**config.mk**
```make
export PLATFORM = sky130hd
export DESIGN_NAME = lfsr_pulse_gen
export DESIGN_NICKNAME = d
export VERILOG_FILES = /design/src/rtl/lfsr_pkg.sv /design/src/rtl/lfsr_pulse_cnt.sv /design/src/rtl/lfsr_pulse_gen.sv
export SDC_FILE = /design/constraint.sdc
export NUM_CORES = 1
export LEC_CHECK = 0
export ABC_AREA = 1
export CAP_MARGIN = 20
export CORE_UTILIZATION = 27
export DETAILED_ROUTE_END_ITERATION = 16
export SLEW_MARGIN = 5
export SYNTH_ARGS = -nofsm -noshare
export SYNTH_HDL_FRONTEND = slang
export SYNTH_SLANG_ARGS = --single-unit
```
**constraint.sdc**
```tcl
create_clock -name clk -period 7.82 [get_ports clk]
set_clock_uncertainty 0.1 [all_clocks]
set_input_delay 0.782 -clock clk [delete_from_list [all_inputs] [get_ports clk]]
set_output_delay 0.782 -clock clk [all_outputs]
set_load 0.02 [all_outputs]
```
**src/rtl/lfsr_pkg.sv**
```systemverilog
// Shared constants and the single-shift helper for the parametrised Fibonacci LFSR.
package lfsr_pkg;

  localparam int unsigned MAX_W = 64;
  localparam logic [31:0] LFSR_TAPS32 = 32'hB89ADA1C;
  localparam logic [31:0] LFSR_SEED32 = 32'hAAAAAAAA;

  // One Fibonacci shift of a zero-extended state; result is masked to 'width' bits.
  function automatic logic [MAX_W-1:0] lfsr_shift(input logic [MAX_W-1:0] state,
                                                  input logic [MAX_W-1:0] taps,
                                                  input int unsigned      width);
    logic             fb;
    logic [MAX_W-1:0] mask;
    fb   = ^(state & taps);
    mask = (width >= MAX_W) ? '1 : ((MAX_W'(1) << width) - MAX_W'(1));
    return ((state << 1) | MAX_W'(fb)) & mask;
  endfunction

endpackage

```
**src/rtl/lfsr_pulse_cnt.sv**
```systemverilog
// Saturating pulse counter; a synchronous clear wins over a simultaneous increment.
module lfsr_pulse_cnt #(
  parameter int unsigned CNT_W = 16
) (
  input  logic             clk,
  input  logic             rst,
  input  logic             clr,
  input  logic             inc,
  output logic [CNT_W-1:0] cnt
);

  always_ff @(posedge clk or posedge rst) begin
    if (rst) begin
      cnt <= '0;
    end else if (clr) begin
      cnt <= '0;
    end else if (inc && (cnt != '1)) begin
      cnt <= cnt + CNT_W'(1);
    end
  end

endmodule

```
**src/rtl/lfsr_pulse_gen.sv**
```systemverilog
// Fibonacci LFSR with runtime seed load, all-zero lockup recovery and a
// threshold-driven Bernoulli pulse plus saturating pulse counter.
module lfsr_pulse_gen
  import lfsr_pkg::*;
#(
  parameter int unsigned     WIDTH = 32,
  parameter logic [WIDTH-1:0] TAPS = WIDTH'(LFSR_TAPS32),
  parameter logic [WIDTH-1:0] SEED = WIDTH'(LFSR_SEED32),
  parameter int unsigned     STEP  = 1,
  parameter int unsigned     CNT_W = 16
) (
  input  logic             clk,
  input  logic             rst,
  input  logic             ce,
  input  logic             seed_load,
  input  logic [WIDTH-1:0] seed,
  input  logic [WIDTH-1:0] threshold,
  input  logic             cnt_clr,
  output logic [WIDTH-1:0] q,
  output logic             pulse,
  output logic [CNT_W-1:0] pulse_cnt,
  output logic             zero_fix
);

  if (WIDTH < 3 || WIDTH > MAX_W || STEP < 1 || STEP > WIDTH || SEED == '0) begin : g_bad_param
    $error("lfsr_pulse_gen: illegal WIDTH/STEP/SEED parameter");
  end

  logic [WIDTH-1:0] nxt;
  logic [WIDTH-1:0] q_n;
  logic             pulse_n;
  logic             zero_fix_n;

  // STEP single shifts unrolled into one combinational advance.
  always_comb begin
    nxt = q;
    for (int unsigned i = 0; i < STEP; i++) begin
      nxt = WIDTH'(lfsr_shift(MAX_W'(nxt), MAX_W'(TAPS), WIDTH));
    end
  end

  // Next-state selection: seed_load > ce > hold; pulse only on an advance.
  always_comb begin
    q_n        = q;
    pulse_n    = 1'b0;
    zero_fix_n = zero_fix;
    if (seed_load) begin
      if (seed == '0) begin
        q_n        = SEED;
        zero_fix_n = 1'b1;
      end else begin
        q_n = seed;
      end
    end else if (ce) begin
      if (nxt == '0) begin
        q_n        = SEED;
        zero_fix_n = 1'b1;
      end else begin
        q_n = nxt;
      end
      pulse_n = (q_n < threshold);
    end
  end

  always_ff @(posedge clk or posedge rst) begin
    if (rst) begin
      q        <= SEED;
      pulse    <= 1'b0;
      zero_fix <= 1'b0;
    end else begin
      q        <= q_n;
      pulse    <= pulse_n;
      zero_fix <= zero_fix_n;
    end
  end

  lfsr_pulse_cnt #(
    .CNT_W (CNT_W)
  ) u_cnt (
    .clk (clk),
    .rst (rst),
    .clr (cnt_clr),
    .inc (pulse_n),
    .cnt (pulse_cnt)
  );

endmodule

```
==> results of run 1 <==
-- through the flow --
| step | cells | hold slack, ns | instance area (um2) | util [%] | setup WS (ns) |
|---|---|---|---|---|---|
| after floorplan | 561 | 0.4713 | 3944 | - | 4.417 |
| after global placement | 830 | 0.3886 | 5231 | 37.25 | 3.949 |
| after detailed placement | 830 | 0.3933 | 5231 | 37.25 | 3.860 |
| after CTS | 838 | 0.4090 | 5404 | 38.48 | 3.830 |
| after global routing | 838 | 0.4328 | 5404 | 38.48 | 3.457 |
| final | 839 | 0.3975 | 5406 | 38.50 | 3.786 |
-- flip-flops by register name, indices dropped and copies added (netlist names) --
register,flops
pulse,1
q,32
u_cnt.cnt,16
zero_fix,1
-- cells by family after synthesis --
logic type,after synthesis
simple gates,281
buf+inv,118
compound gates,75
flops,50
fa+ha+maj,32
xor+xnor,5
-- power groups by stage --
stage | Clock, W | Sequential [W] | Combinational (W)
floorplan | 0 | 0.000345 | 0.000163
CTS | 0.000262 | 0.000323 | 0.000313
global route | 0.000273 | 0.000327 | 0.000346
detailed placement | 0 | 0.000327 | 0.000312
global placement | 0 | 0.000326 | 0.000306
finish | 0.000256 | 0.000323 | 0.000311
-- worst register-to-register path: stages, from the launching register on --
cell and delay (ns):
dfstp_2 0.61, nor2_2 0.07, nor2_1 0.16, nand2_1 0.08, nand2_2 0.08, nor2_1 0.04
nor2_1 0.13, nand3_2 0.10, nand3_1 0.57, nand2_1 0.22, ha_1 0.35, a21oi_1 0.14
nor2_1 0.05, a211oi_1 0.18, o221ai_1 0.16, a21oi_1 0.28, nand3_4 0.26, nand2_4 0.25
nand2_1 0.09, nand2_1 0.06
-- worst paths after layout --
kind	startpoint	endpoint	slack, ns	cells after the start
worst max-delay path	q[19]	u_cnt.cnt[10]	3.79	19
worst min-delay path	zero_fix	zero_fix	0.40	2
worst max register to register	q[19]	u_cnt.cnt[10]	3.79	19
worst min register to register	zero_fix	zero_fix	0.40	2
max in group asynchronous	rst	q[20]	6.29	3
min in group asynchronous	rst	u_cnt.cnt[11]	0.88	3
-- cell type report --
cell class | instances | area (um2) | area share (%)
antenna | 1 | 2.502 | 0.04629
multi-input combinational | 393 | 2208 | 40.85
clock buffer | 7 | 142.6 | 2.638
clock inverter | 1 | 30.03 | 0.5554
tap | 180 | 225.2 | 4.166
inverter | 86 | 322.8 | 5.971
sequential | 50 | 1271 | 23.51
timing repair buffer | 121 | 1204 | 22.26
-- layer usage --
layer / part of all wire, % / routed length [um]
met1: 47 / 5821
met2: 47 / 5841
met3: 5.7 / 718
met4: 1.1 / 137
met5: 0 / 0
-- cell usage after synthesis --
cell / number / area, um2
nand2_1: 144 / 540.5
inv_1: 78 / 292.8
nand3_1: 45 / 225.2
nor2_1: 36 / 135.1
dfrtp_1: 34 / 850.8
a22oi_1: 32 / 240.2
ha_1: 32 / 400.4
a21oi_1: 31 / 155.2
clkbuf_1: 30 / 112.6
nand2_2: 19 / 118.9
dfstp_2: 16 / 420.4
nor4_1: 11 / 68.82
nand4_1: 7 / 43.79
nor3_1: 7 / 35.03
a211oi_1: 6 / 45.04
inv_2: 6 / 22.52
xor2_1: 4 / 35.03
nand3_2: 3 / 30.03
clkinv_1: 2 / 7.510
nor2_2: 2 / 12.51
nor3b_1: 2 / 15.01
o21ai_0: 2 / 10.01
o221ai_1: 2 / 17.52
and3_1: 1 / 6.260
buf_12: 1 / 20.02
buf_6: 1 / 11.26
nand2_4: 1 / 11.26
nand3_4: 1 / 17.52
nor4b_1: 1 / 8.760
o221a_2: 1 / 11.26
o22ai_1: 1 / 6.260
or4_1: 1 / 7.510
xnor2_1: 1 / 8.760
==> impl_metrics.env, run 1 <==
export IMPL_cts_tree="built"
export IMPL_numCtsBuffers=5
export IMPL_drt_iter0_drc=234
export IMPL_holdBufCountCts=0
export IMPL_use_met1_pct=23.09
export IMPL_rows=43
export IMPL_dieArea_um2=15090
export IMPL_muxShareOfSynthArea_pct=0
export IMPL_critPathTopFamily="simple AND/OR/NAND/NOR gates"
export IMPL_setup_viol=0
export IMPL_busiest_layer="met2"
export IMPL_grt_overflow=0
export IMPL_synth_seq_cells=50
export IMPL_cap_viol_max_count=0
export IMPL_crit_chain="nor2_2 > nor2_1 > nand2_1 > nand2_2 > nor2_1 > nor2_1 > nand3_2 > nand3_1 > nand2_1 > ha_1 > a21oi_1 > nor2_1 > a211oi_1 > o221ai_1 > a21oi_1 > nand3_4 > nand2_4 > nand2_1 > nand2_1"
export IMPL_yosysWarnings=0
export IMPL_core_area_um2=14040
export IMPL_slew_violations=0
export IMPL_wl_per_cell_um=14.92
export IMPL_dp_hpwl_um=9650
export IMPL_insertion_delay_ns=0.29
export IMPL_grt_usage_pct=16.97
export IMPL_via_per_inst=4.802
export IMPL_ys_seq_area_share_pct=32.23
export IMPL_grt_pass1_vias=3942
export IMPL_max_freq_mhz=247.9
export IMPL_yosys_area_share_adder_pct=10.15
export IMPL_synth_top_family_by_area="simple AND/OR/NAND/NOR gates"
export IMPL_synthXorXnorAreaFrac_pct=1.110
export IMPL_crit_path_end_kind="register"
export IMPL_p_int_w=0.0005880
export IMPL_seqPwrFrac_pct=36.3
export IMPL_clock_root_buffer="clkbuf_16"
export IMPL_rsz0062_at_grt="false"
export IMPL_synth_compound_area_share_pct=12.31
export IMPL_peakVddDrop_v=0.00007887
export IMPL_critPathLaunchType="register"
export IMPL_firstDrtPassIters=5
export IMPL_final_common_cell="nand2_1"
export IMPL_status="finished clean"
export IMPL_grt_pass1_wl_um=20060
export IMPL_grt_use_met2_pct=27.81
export IMPL_cp_data_required_time_ns=7.95
export IMPL_crit_arrival_ns=4.17
export IMPL_power_frac_comb_pct=35.0
export IMPL_die_x_um=122.9
export IMPL_clk_pin_slew_worst_paths_ns=0.07
export IMPL_crit_buf_inv=0
export IMPL_wl_um=12520
export IMPL_avgSynthCellArea_um2=7.030
export IMPL_grt_max_degree=51
export IMPL_finalCriticalPeriod_ns=4.034
export IMPL_final_antenna_net_count=0
export IMPL_syn_cell_area_um2=3944
export IMPL_cpMaxStageDelayCell="dfstp_2"
export IMPL_critPathMaxFanout=18
export IMPL_relSlewSlack_pct=46.84
export IMPL_p_sw_share_pct=33.89
export IMPL_cts_sinks=50
export IMPL_gp_congestion=0.8358
export IMPL_power_density_nw_per_um2=164.5
export IMPL_p_sw_w=0.0003014
export IMPL_pin_count=119
export IMPL_area_delta_synth_final_pct=37.09
export IMPL_critPathKind="register to register"
export IMPL_p_clk_share_pct=28.7
export IMPL_finalNetCount=758
export IMPL_layout_drive_gt1_share_pct=9.271
export IMPL_antenna_found_initial=1
export IMPL_yosysUniqueCellTypes=33
export IMPL_nFillCells=1443
export IMPL_hold_violations=0
export IMPL_p_leak_nw=2.622
export IMPL_synthCells=561
export IMPL_syn_nets=662
export IMPL_cts_resized=0
export IMPL_fin_crit_sh_pct=51.58
export IMPL_p_total_w=0.0008894
export IMPL_post_cts_setup_buffer_count=0
export IMPL_setup_tns_ns=0
export IMPL_drcViolationCount=0
export IMPL_cts_path_max_buffers=2
export IMPL_io_buffers=118
export IMPL_num_vias=4029
export IMPL_synthSimpleGateAreaFrac_pct=32.36
export IMPL_hold_path_class="register to register"
export IMPL_tightestPinTransition_ns=0.7966
export IMPL_cts_max_level=2
export IMPL_met3_usage_pct=3.671
export IMPL_initial_utilization_pct=28.09
export IMPL_slowest_delay_ns=0.61
export IMPL_final_cell_mix="nand2_1, clkdlybuf4s50_1, inv_1"
export IMPL_die_y_um=122.9
Note: power is estimated with default switching activity, not from simulation.
==> run 2, diff against run 1 <==
==> constraint.sdc (replaced) <==
create_clock -name clk -period 4.1 [get_ports clk]
set_clock_uncertainty 0.1 [all_clocks]
set_input_delay 0.41 -clock clk [delete_from_list [all_inputs] [get_ports clk]]
set_output_delay 0.41 -clock clk [all_outputs]
set_load 0.02 [all_outputs]
==> impl_metrics.env, run 2 (synthesis gave the netlist of run 1 again) <==
export IMPL_crit_arrival_ns=3.75
export IMPL_grt_use_met2_pct=29.53
export IMPL_wl_per_cell_um=14.87
export IMPL_holdBufCountCts=0
export IMPL_area_delta_synth_final_pct=37.25
export IMPL_seq_area_um2=1271
export IMPL_finalNetCount=760
export IMPL_grt_max_degree=49
export IMPL_clk_pin_slew_worst_paths_ns=0.07
export IMPL_dieArea_um2=15090
export IMPL_crit_path_end_kind="register"
export IMPL_drcViolationCount=0
export IMPL_use_met1_pct=21.53
export IMPL_dpl_cell_area_um2=5246
export IMPL_critPathMaxFanout=18
export IMPL_slowest_delay_ns=0.38
export IMPL_crit_chain="inv_1 > nand4_1 > nor4_1 > nand4_1 > nor4_1 > nand3_2 > buf_4 > nand2_1 > ha_1 > a21oi_1 > nor2_1 > a211oi_1 > o221a_2 > nand2_1 > nand2_2 > nand3_4 > nand2_4 > nand2_1 > nand2_1"
export IMPL_grt_overflow=0
export IMPL_numCtsBuffers=5
export IMPL_firstDrtPassIters=4
export IMPL_hold_violations=0
export IMPL_max_freq_mhz=276.6
export IMPL_critPathKind="register to register"
export IMPL_die_y_um=122.9
export IMPL_rr_worst_depth=19
export IMPL_grt_pass1_vias=4121
export IMPL_peakVddDrop_v=0.0001950
export IMPL_final_common_cell="nand2_1"
export IMPL_largest_reg_flops=32
export IMPL_relSlewSlack_pct=50.34
export IMPL_hold_path_end="zero_fix"
export IMPL_cp_data_required_time_ns=4.24
export IMPL_io_buffers=118
export IMPL_cts_tree="built"
export IMPL_hp_start="zero_fix"
export IMPL_nFillCells=1440
export IMPL_met3_usage_pct=3.625
export IMPL_dp_hpwl_um=9786
export IMPL_crit_buf_inv=2
export IMPL_via_per_inst=4.783
export IMPL_cts_sinks=50
export IMPL_grt_pass1_wl_um=20130
export IMPL_p_leak_nw=2.627
export IMPL_reg2reg_slack_ns=0.48
export IMPL_final_cell_mix="nand2_1, clkdlybuf4s50_1, inv_1"
export IMPL_rr_startpoint="q[30]"
export IMPL_multiInputGateArea_um2=2213
export IMPL_gp_congestion=0.8497
export IMPL_cpMaxStageDelayCell="dfrtp_1"
export IMPL_slew_violations=0
export IMPL_dp_cells=832
export IMPL_fin_crit_sh_pct=88.17
export IMPL_rows=43
export IMPL_busiest_layer="met2"
export IMPL_stdcell_count=840
export IMPL_hold_depth=2
export IMPL_finalCriticalPeriod_ns=3.615
export IMPL_insertion_delay_ns=0.29
export IMPL_grt_usage_pct=17.01
export IMPL_setup_viol=0
export IMPL_setup_tns_ns=0
export IMPL_cts_max_level=2
export IMPL_final_area_um2=5413
export IMPL_cap_viol_max_count=0
export IMPL_wl_um=12490
export IMPL_final_antenna_net_count=0
export IMPL_initial_utilization_pct=28.09
export IMPL_drt_iter0_drc=238
export IMPL_layout_drive_gt1_share_pct=9.848
export IMPL_top_regs="q: 32 flops, u_cnt.cnt: 16 flops"
export IMPL_antenna_cells=0
export IMPL_status="finished clean"
export IMPL_power_density_nw_per_um2=307.6
export IMPL_path_common_cell="nand2_1"
export IMPL_rsz0062_at_grt="false"
export IMPL_critPathLaunchType="register"
export IMPL_cts_path_max_buffers=2
export IMPL_clock_root_buffer="clkbuf_16"
export IMPL_core_area_um2=14040
export IMPL_tightestPinTransition_ns=0.7449
export IMPL_die_x_um=122.9
export IMPL_num_vias=4018
export IMPL_critPathTopFamily="simple AND/OR/NAND/NOR gates"
export IMPL_r2r_end="u_cnt.cnt[10]"
export IMPL_hold_path_class="register to register"
export IMPL_antenna_found_initial=0
export IMPL_pin_count=119
export IMPL_regMostFlops="q"
[run 2: cell count changes in the layout (fill, tap and decap cells not counted)]
| cell | change |
|---|---|
| bufinv_16 | -1 |
| clkbuf_1 | -1 |
| clkbuf_8 | +1 |
| nand3_2 | +1 |
| diode_2 | -1 |
| nand3_1 | -1 |
| clkinv_4 | +1 |
| buf_4 | +2 |
[run 2: worst register-to-register path, stage by stage (launching register included)]
cell and delay [ns]:
dfrtp_1 0.38, inv_1 0.14, nand4_1 0.11, nor4_1 0.22
nand4_1 0.14, nor4_1 0.28, nand3_2 0.25, buf_4 0.25
nand2_1 0.09, ha_1 0.24, a21oi_1 0.14, nor2_1 0.06
a211oi_1 0.18, o221a_2 0.22, nand2_1 0.08, nand2_2 0.09
nand3_4 0.19, nand2_4 0.25, nand2_1 0.08, nand2_1 0.06
[run 2: report_power, final]
part           internal [W]  leakage, nW  switching, W
clock network      0.000261       0.0801      0.000196
logic              0.000265         1.94      0.000328
registers          0.000552        0.604     0.0000626
total               0.00108         2.63      0.000587
[run 2: routing by layer]
layer	part of all wire [%]	wire length, um
met4	1.1	143
met1	43	5373
met3	7.4	928
met5	0	0
met2	48	6044
[run 2: how the worst max path moves through the flow]
stage	from	end	slack, ns	cells past startpoint
after floorplan	q[17]	u_cnt.cnt[0]	0.70	20
after global placement	q[29]	u_cnt.cnt[10]	0.48	23
after detailed placement	q[3]	u_cnt.cnt[10]	0.39	23
after CTS	q[29]	u_cnt.cnt[10]	0.35	23
after global routing	q[30]	u_cnt.cnt[10]	0.08	19
final	q[30]	u_cnt.cnt[10]	0.48	19
[run 2: cell type report]
cell class	count	area share [%]
clock buffer	7	2.820
clock inverter	1	0.1618
inverter	86	5.964
multi-input combinational	393	40.89
sequential	50	23.49
tap	180	4.161
timing repair buffer	123	22.52
[run 2: stage by stage]
step / hold WS [ns] / utilization [%] / total power [W] / worst slack (ns)
floorplan: 0.4713 / - / 0.0009689 / 0.6966
global placement: 0.3815 / 37.36 / 0.001208 / 0.4780
detailed placement: 0.3879 / 37.36 / 0.001218 / 0.3940
CTS: 0.4046 / 38.51 / 0.001678 / 0.3535
global route: 0.4267 / 38.55 / 0.001764 / 0.08142
finish: 0.4058 / 38.55 / 0.001665 / 0.4849
[run 2: what timing repair did]
action	CTS	global route
endpoints found under the hold margin	0	0
setup buffers	0	0
gates resized for setup	0	1
setup endpoints to repair	0	1
==> run 3, diff against run 2 <==
--- a/config.mk
+++ b/config.mk
@@ -5,7 +5,7 @@
 export SDC_FILE = /design/constraint.sdc
 export NUM_CORES = 1
 export LEC_CHECK = 0
-export ABC_AREA = 1
+export ABC_AREA = 0
 export CAP_MARGIN = 20
 export CORE_UTILIZATION = 27
 export DETAILED_ROUTE_END_ITERATION = 16
==> constraint.sdc (replaced) <==
create_clock -name clk -period 4.1 [get_ports clk]
set_clock_uncertainty 0.1 [all_clocks]
set_input_delay 1.025 -clock clk [delete_from_list [all_inputs] [get_ports clk]]
set_output_delay 1.025 -clock clk [all_outputs]
set_load 0.02 [all_outputs]
==> impl_metrics.env, run 3 <==
export IMPL_grt_pass1_wl_um=19730
export IMPL_wl_um=12800
export IMPL_regMostFlops="q"
export IMPL_multiInputGateArea_um2=2529
export IMPL_finalNetCount=678
export IMPL_drcViolationCount=0
export IMPL_reg2reg_slack_ns=0.09
export IMPL_cp_data_required_time_ns=4.21
export IMPL_num_vias=3787
export IMPL_initial_utilization_pct=27.94
export IMPL_via_per_inst=5.023
export IMPL_finalCriticalPeriod_ns=4.005
export IMPL_use_met1_pct=22.32
export IMPL_crit_chain="xor2_2 > xnor2_2 > xnor2_1 > xnor2_1 > or3_4 > buf_8 > nand2b_1 > ha_4 > a21o_1 > a21o_1 > a21oi_2 > o2111ai_4 > o21ai_4 > nand2_4 > or4_4 > a21oi_2"
export IMPL_synthFlopType="dfrtp_1"
export IMPL_nFillCells=1295
export IMPL_r2r_end="u_cnt.cnt[9]"
export IMPL_power_density_nw_per_um2=295.4
export IMPL_met3_usage_pct=2.567
export IMPL_critPathKind="register to register"
export IMPL_synth_most_common_cell="o21ai_0"
export IMPL_clk_pin_slew_worst_paths_ns=0.07
export IMPL_crit_buf_inv=1
export IMPL_die_x_um=119.5
export IMPL_insertion_delay_ns=0.30
export IMPL_slew_violations=0
export IMPL_ys_seq_area_share_pct=34.08
export IMPL_crit_path_end_kind="register"
export IMPL_cts_tree="built"
export IMPL_hp_start="u_cnt.cnt[14]"
export IMPL_critPathTopFamily="simple AND/OR/NAND/NOR gates"
export IMPL_p_total_w=0.001749
export IMPL_grt_overflow=0
export IMPL_synth_edf_count=0
export IMPL_final_common_cell="clkdlybuf4s50_1"
export IMPL_drt_iter0_drc=316
export IMPL_area_delta_synth_final_pct=58.77
export IMPL_fin_crit_sh_pct=97.69
export IMPL_final_antenna_net_count=0
export IMPL_cpMaxStageDelayCell="dfstp_2"
export IMPL_grt_usage_pct=17.56
export IMPL_hold_violations=0
export IMPL_largest_reg_flops=32
export IMPL_yosysWarnings=0
export IMPL_rr_startpoint="q[3]"
export IMPL_antenna_cells=0
export IMPL_cap_viol_max_count=0
export IMPL_rows=42
export IMPL_grt_pass1_vias=3737
export IMPL_numCtsBuffers=5
export IMPL_pin_count=119
export IMPL_io_buffers=118
export IMPL_crit_arrival_ns=4.11
export IMPL_setup_viol=0
export IMPL_core_area_um2=13350
export IMPL_hold_depth=1
export IMPL_rr_worst_depth=16
export IMPL_dp_hpwl_um=9836
export IMPL_cts_path_max_buffers=2
export IMPL_tightestPinTransition_ns=0.9101
export IMPL_fin_util_pct=44.37
export IMPL_seq_area_um2=1271
export IMPL_critPathLaunchType="register"
export IMPL_hold_path_end="u_cnt.cnt[14]"
export IMPL_peakVddDrop_v=0.0001567
export IMPL_avgSynthCellArea_um2=8.694
export IMPL_p_leak_nw=2.569
export IMPL_ys_top_cells_by_count="o21ai_0, dfrtp_1, inv_1"
export IMPL_max_freq_mhz=249.7
export IMPL_top_regs="q: 32 flops, u_cnt.cnt: 16 flops"
export IMPL_cts_sinks=50
export IMPL_hold_path_class="register to register"
export IMPL_status="finished clean"
export IMPL_yosysUniqueCellTypes=39
export IMPL_synth_top_area_share_pct=22.81
export IMPL_firstDrtPassIters=4
export IMPL_holdBufCountCts=0
export IMPL_die_y_um=119.5
export IMPL_yosysTopAreaCell="dfrtp_1"
export IMPL_relSlewSlack_pct=39.13
export IMPL_cts_max_level=2
export IMPL_layout_drive_gt1_share_pct=23.18
export IMPL_clock_root_buffer="clkbuf_16"
export IMPL_antenna_found_initial=0
export IMPL_dieArea_um2=14290
export IMPL_syn_cell_area_um2=3730
export IMPL_synthCells=429
export IMPL_grt_use_met2_pct=30.35
export IMPL_final_cell_mix="clkdlybuf4s50_1, o21ai_0, buf_4"
export IMPL_busiest_layer="met2"
export IMPL_critPathMaxFanout=8
export IMPL_syn_nets=530
export IMPL_async_reset_ff_share_pct=100.0
export IMPL_synth_seq_cells=50
export IMPL_wl_per_cell_um=16.97
export IMPL_grt_max_degree=66
export IMPL_gp_congestion=0.8127
export IMPL_slowest_delay_ns=0.55
export IMPL_ys_top_cells_by_area="dfrtp_1, dfstp_2, ha_1, mux2i_1, o21ai_0"
export IMPL_rsz0062_at_grt="true"
-- run 3: cell count changes after synthesis, sizes merged, moves of 13 or more --
cell    delta
inv       -50
mux2i     +33
xnor2     +13
nand2b    +19
nand2    -139
nor2      -24
a22oi     -32
o21ai     +56
a21oi     -16
nand3     -42
-- run 3: per-stage QoR --
stage	TNS, ns	area (um2)	hold WS, ns	cells	worst slack (ns)
after floorplan	0	3730	0.4816	429	0.04781
final	0	5922	0.4241	754	0.09481
after global placement	-0.8902	5331	0.4080	735	-0.1055
after global routing	-0.2390	5922	0.4416	754	-0.05471
after CTS	0	5562	0.4283	747	0.01225
after detailed placement	-2.347	5351	0.4131	736	-0.2098
-- run 3: worst max-delay path by stage --
stage	startpoint	endpoint	slack (ns)	depth (start not counted)
final	q[3]	u_cnt.cnt[9]	0.09	16
after detailed placement	q[3]	u_cnt.cnt[11]	-0.21	18
after floorplan	q[3]	u_cnt.cnt[13]	0.05	17
after global placement	q[3]	u_cnt.cnt[13]	-0.11	16
after CTS	q[3]	u_cnt.cnt[9]	0.01	17
after global routing	q[3]	u_cnt.cnt[9]	-0.05	16
-- run 3: cell type report --
class	count	area share, %
multi-input cells	313	42.70
repair buffers	173	27.49
flip-flops and latches	50	21.47
well taps	176	3.719
clock buffers	8	2.472
inverters	34	2.155
-- run 3: kinds of logic after synthesis --
family,count (synthesis),synth area share [%]
and+or+nand+nor,134,19.86
AOI/OAI and AO/OA,91,13.85
buffers and inverters,67,6.977
DFF,50,34.08
muxes,40,10.97
adders and majority gates,32,10.73
xor gates and xnor gates,15,3.522
-- run 3: worst register-to-register path: cells and delay by family, from the launching register on --
kind | cells | cell delay [ns]
XOR/XNOR | 4 | 0.62
buffers and inverters | 1 | 0.17
AO/OA/AOI/OAI | 6 | 1.01
adder cells (fa/ha/maj) | 1 | 0.22
flip-flops | 1 | 0.55
AND/OR/NAND/NOR | 4 | 1.24
-- run 3: per-layer routing --
layer,wire length [um],vias up,part of all wire (%)
li1,-,1819,-
met1,5622,1834,44
met2,6355,111,50
met3,519,23,4.1
met4,299,0,2.3
met5,0,-,0
-- run 3: report_power, final --
part | total (W) | internal, W | leakage, nW | switching [W]
Clock | 0.000429 | 0.000244 | 0.0712 | 0.000185
Combinational | 0.000732 | 0.000386 | 1.89 | 0.000346
Sequential | 0.000589 | 0.000547 | 0.612 | 0.0000415
Total | 0.00175 | 0.00118 | 2.57 | 0.000572
-- run 3: repair_timing --
action	CTS	global route
cloned	1	0
endpoints found under the setup margin	16	16
pin swaps	5	24
buffers inserted	2	7
resized for setup	11	54
==> RTL edit 1: new RTL, flow settings as in run 3 <==
Change the parameter `WIDTH` from 32 to 36.
--- a/src/rtl/lfsr_pulse_gen.sv
+++ b/src/rtl/lfsr_pulse_gen.sv
@@ -4,5 +4,5 @@
   import lfsr_pkg::*;
 #(
-  parameter int unsigned     WIDTH = 32,
+  parameter int unsigned     WIDTH = 36,
   parameter logic [WIDTH-1:0] TAPS = WIDTH'(LFSR_TAPS32),
   parameter logic [WIDTH-1:0] SEED = WIDTH'(LFSR_SEED32),
Interface: changed (resized q, seed and threshold); port bits go from 119 to 131. No check against the original RTL was run, so the function may have changed too.
==> RTL edit 1 against run 3 <==
Fmax grew 0.99%; design area is the same; synthesized cell count is 9.3% higher; routed wire length increased by 1.5%; setup slack gained 39 ps; total power up 1.8%; combinational power is 9.2% lower; sequential cell count is 4 higher; area after synthesis increased by 7.6%; non-clock buffer count grew 1; via count grew 4.3%; sequential power up 5.9%; critical endpoint is now u_cnt.cnt[8].
==> RTL edit 1: results (changes against run 3) <==
| Metric | Value |
|---|---|
| Leak | 0.00260 uW (+1.2%) |
| Iter 0 DRT Violations | 196 (-38%) |
| GPL Wtd Cong | 0.839 (+3.3%) |
| P_sw | 567 uW (-0.91%) |
| Seq/Total Area, Yosys | 0.342 (+0.000821) |
| Pre-CTS setup slack | -152 ps (+58.1 ps) |
| Synth cell types | 40 (+2.6%) |
| R2R depth | 14 (-2) |
| Clock-cell share of area | 0.0283 (+0.00359) |
| Slowest CP cell | or4_1 |
| Dpl hpwl | 10.2 mm (+4.1%) |
| Hold WS | 422 ps (-2.43 ps) |
| Total track usage | 0.172 (-0.00325) |
| Status | finished, final reports clean |
| Cells after synthesis | 469 (+9.3%) |
| Synth Area in Compound Gates | 0.142 (+0.00298) |
| Fraction of area in multi-input gates | 0.402 (-0.0249) |
| Clock buffers | 6 (-2) |
| Routed WL per cell | 16.3 um (-4.1%) |
| FF/Latch Area | 0.00137 mm^2 (+7.9%) |
| XOR/XNOR Fraction of Synth Area | 0.0346 (-0.000622) |
| DP Cell Count | 787 (+6.9%) |
| Worst setup path startpoint | q[24] |
| Worst Setup EP | u_cnt.cnt[8] |
| Biggest regs | q: 36 flops, u_cnt.cnt: 16 flops |
| CP arrival | 4070 ps (-40 ps) |
| Worst-margin pin slew | 727 ps (-184 ps) |
| Width of the die | 124 um (+3.7%) |
| Peak supply drop | 0.000239 V (+53%) |
| Register share of total power | 0.351 (+0.014) |
| Share of cells above drive strength 1 | 0.166 (-0.0657) |
| Met3 Wirelength | 670 um (+29%) |
| Largest net degree at the start of global routing | 74 (+12%) |
| WL met1 | 5.98 mm (+6.4%) |
| Clock power frac | 0.276 (+0.031) |
| Non-CTS inverters | 40 (+18%) |
| Fillers | 1475 (+14%) |
| Via count | 3949 (+4.3%) |
| #MultiIn Comb | 338 (+8.0%) |
| Multiplexer area fraction after synthesis | 0.101 (-0.00839) |
| Adder-Cell Fraction of Synth Area | 0.112 (+0.00487) |
| Buffering overhead | 0.274 (-0.00106) |
| Slowest cell delay on critical path | 500 ps (-50 ps) |
| Sw Ratio | 0.318 (-0.00878) |
| Fmax | 0.252 GHz (+0.99%) |
==> RTL edit 1: cell count changes in the layout (fill, tap and decap cells not counted), moves of 5 or more <==
cell	before	now
nand2_1	23	37
or2_2	2	16
a21oi_1	10	21
clkdlybuf4s50_1	117	128
o21ai_0	54	65
nand2b_1	12	2
ha_1	28	36
nand2b_4	7	0
inv_1	33	39
buf_6	5	0
nand4_1	14	9
==> RTL edit 1: per-layer routing <==
metal  vias to the layer above  global-route usage
li1                       1935                   -
met1                      1859               0.229
met2                       134               0.279
met3                        21              0.0321
met4                         0              0.0603
met5                         -                   0
==> RTL edit 1: worst min-delay path by stage <==
stage	from	endpoint	cells after the start
after floorplan	zero_fix	zero_fix	1
after global placement	zero_fix	zero_fix	1
after detailed placement	zero_fix	zero_fix	1
after CTS	zero_fix	zero_fix	1
after global routing	zero_fix	zero_fix	1
final	zero_fix	zero_fix	1
==> RTL edit 2: new RTL, flow settings as in run 3 <==
Without the edit above. Remove the register `pulse`: a continuous assignment takes its place, so the output `pulse` follows one clock earlier.
--- a/src/rtl/lfsr_pulse_gen.sv
+++ b/src/rtl/lfsr_pulse_gen.sv
@@ -66,12 +66,12 @@
     if (rst) begin
       q        <= SEED;
-      pulse    <= 1'b0;
       zero_fix <= 1'b0;
     end else begin
       q        <= q_n;
-      pulse    <= pulse_n;
       zero_fix <= zero_fix_n;
     end
   end
+
+  assign pulse = pulse_n;
 
   lfsr_pulse_cnt #(
Formal check against the unedited RTL: not equivalent (Yosys sat finds a counterexample within 4 cycles, from zero or initial values and one cycle with rst high).
==> RTL edit 2 against run 3 <==
Via count grew 1.1%; fmax shrank 15%; design area grew 1.4%; sequential cell count shrank 1; clock power shrank 4%; first-iteration DRC count shrank 23%; total power grew 0.73%; area after synthesis shrank 0.67%; sequential power shrank 3.7%; routed wire length shrank 0.11%; setup slack lost 690 ps; synthesized cell count shrank 0.23%; critical path type is now flip-flop to output pin; the run now ends with negative setup slack left; highest routed layer unchanged.
==> RTL edit 2: results (changes against run 3) <==
| Metric | Value |
|---|---|
| Status | finished with violations |
| Failing checks | negative setup slack |
| Peak supply drop | 0.000241 V (+54%) |
| Clock-pin slew on the worst setup and hold paths | 70 ps (about the same) |
| Crit-path max FO | 7 (-1) |
| Hold WS | 436 ps (+11.7 ps) |
| Share of cells above drive strength 1 | 0.254 (+0.0219) |
| Slew HR | 0.377 (-0.0139) |
| Clock Root Buffer | clkbuf_16 |
| Critical hold path startpoint | u_cnt.cnt[14] |
| Register share of total power | 0.322 (-0.015) |
| Post-Layout Cell Count | 771 (+2.3%) |
| Met1 global-route usage | 0.238 (+0.0151) |
| Int Pwr | 1180 uW (about the same) |
| Hold path depth | 1 (unchanged) |
| R2R depth | 22 (+6) |
| First-pass GRT wire length | 20.1 mm (+1.8%) |
| GR met2 Demand/Resource | 0.292 (-0.0113) |
| Critical R2R Capture | u_cnt.cnt[11] |
| WL met1 | 5.85 mm (+4.0%) |
| CP arrival | 3570 ps (-540 ps) |
| Pre-antenna DRT Iters | 4 (unchanged) |
| Routed WL per cell | 16.6 um (-2.3%) |
| Final WS setup | -594 ps (-689 ps) |
| GPL Wtd Cong | 0.844 (+3.9%) |
| Ranking of synthesized cells by area | dfrtp_1 (22%), dfstp_2 (11%), ha_1 (11%), mux2i_1 (8.9%), o21ai_0 (7.8%) |
| Number of global-route vias before repair | 3928 (+5.1%) |
| Seq/Total Area, Yosys | 0.336 (-0.00445) |
| Worst-Skew Late Latency | between 200 and 300 ps |
| Grt met3 use | 0.0354 (+0.00978) |
| Flop-to-flop setup slack | -530 ps (-620 ps) |
| Final #Nets | 695 (+2.5%) |
| Synth cell types | 39 (unchanged) |
| Dpl hpwl | 9.70 mm (-1.4%) |
| Fillers | 1269 (-2.0%) |
| Worst Setup EP | pulse |
| Worst setup path startpoint | q[23] |
| H-Tree Depth | 2 (unchanged) |
| Commonest cells in the netlist | o21ai_0 (58), inv_1 (34), dfrtp_1 (33), mux2i_1 (33), ha_1 (32) |
| Comb power frac | 0.444 (+0.026) |
| Routed met2 length | 6.05 mm (-4.8%) |
| Via count | 3828 (+1.1%) |
| Leak | 0.00264 uW (+2.7%) |
| Total track usage | 0.180 (+0.00478) |
| Final setup TNS | -5050 ps (-5050 ps) |
| Hold Path End | u_cnt.cnt[14] |
| Syn Nets | 529 (-0.19%) |
| Iter 0 DRT Violations | 244 (-23%) |
| Biggest regs | q: 32 flops, u_cnt.cnt: 16 flops, zero_fix: 1 flops |
| Final Setup Violations | 16 (+16) |
| Cells after synthesis | 428 (-0.23%) |
| Met3 Wirelength | 622 um (+20%) |
| DP Cell Count | 751 (+2.0%) |
RTL edit 2: kinds of logic after synthesis:
kind of cell | synth area share
xor+xnor | 0.0355
flops | 0.336
buf+inv | 0.0702
compound gates | 0.139
mux | 0.110
fa+ha+maj | 0.108
simple gates | 0.200
RTL edit 2: repair_timing:
item	4_1_cts	5_1_grt
gates cloned	1	0
endpoints found under the setup margin	13	16
resized for setup	31	28
buffers inserted	5	6
pin swaps	15	25
RTL edit 2: stage by stage:
stage               area (um^2)  setup WS [ps]  total power, uW
floorplan                  3760          -36.4              910
global placement           5480           -715             1250
detailed placement         5480           -730             1260
CTS                        5800           -613             1740
global route               6000           -728             1850
finish                     6000           -594             1760
RTL edit 2: layout make-up:
cell class	instances	area [um^2]	area share
Tap cell	176	220	0.0367
Sequential cell	49	1250	0.208
Timing Repair Buffer	191	1770	0.294
Clock inverter	2	10.0	0.00167
Clock buffer	6	129	0.0215
Multi-Input combinational cell	313	2500	0.417
Inverter	34	128	0.0213
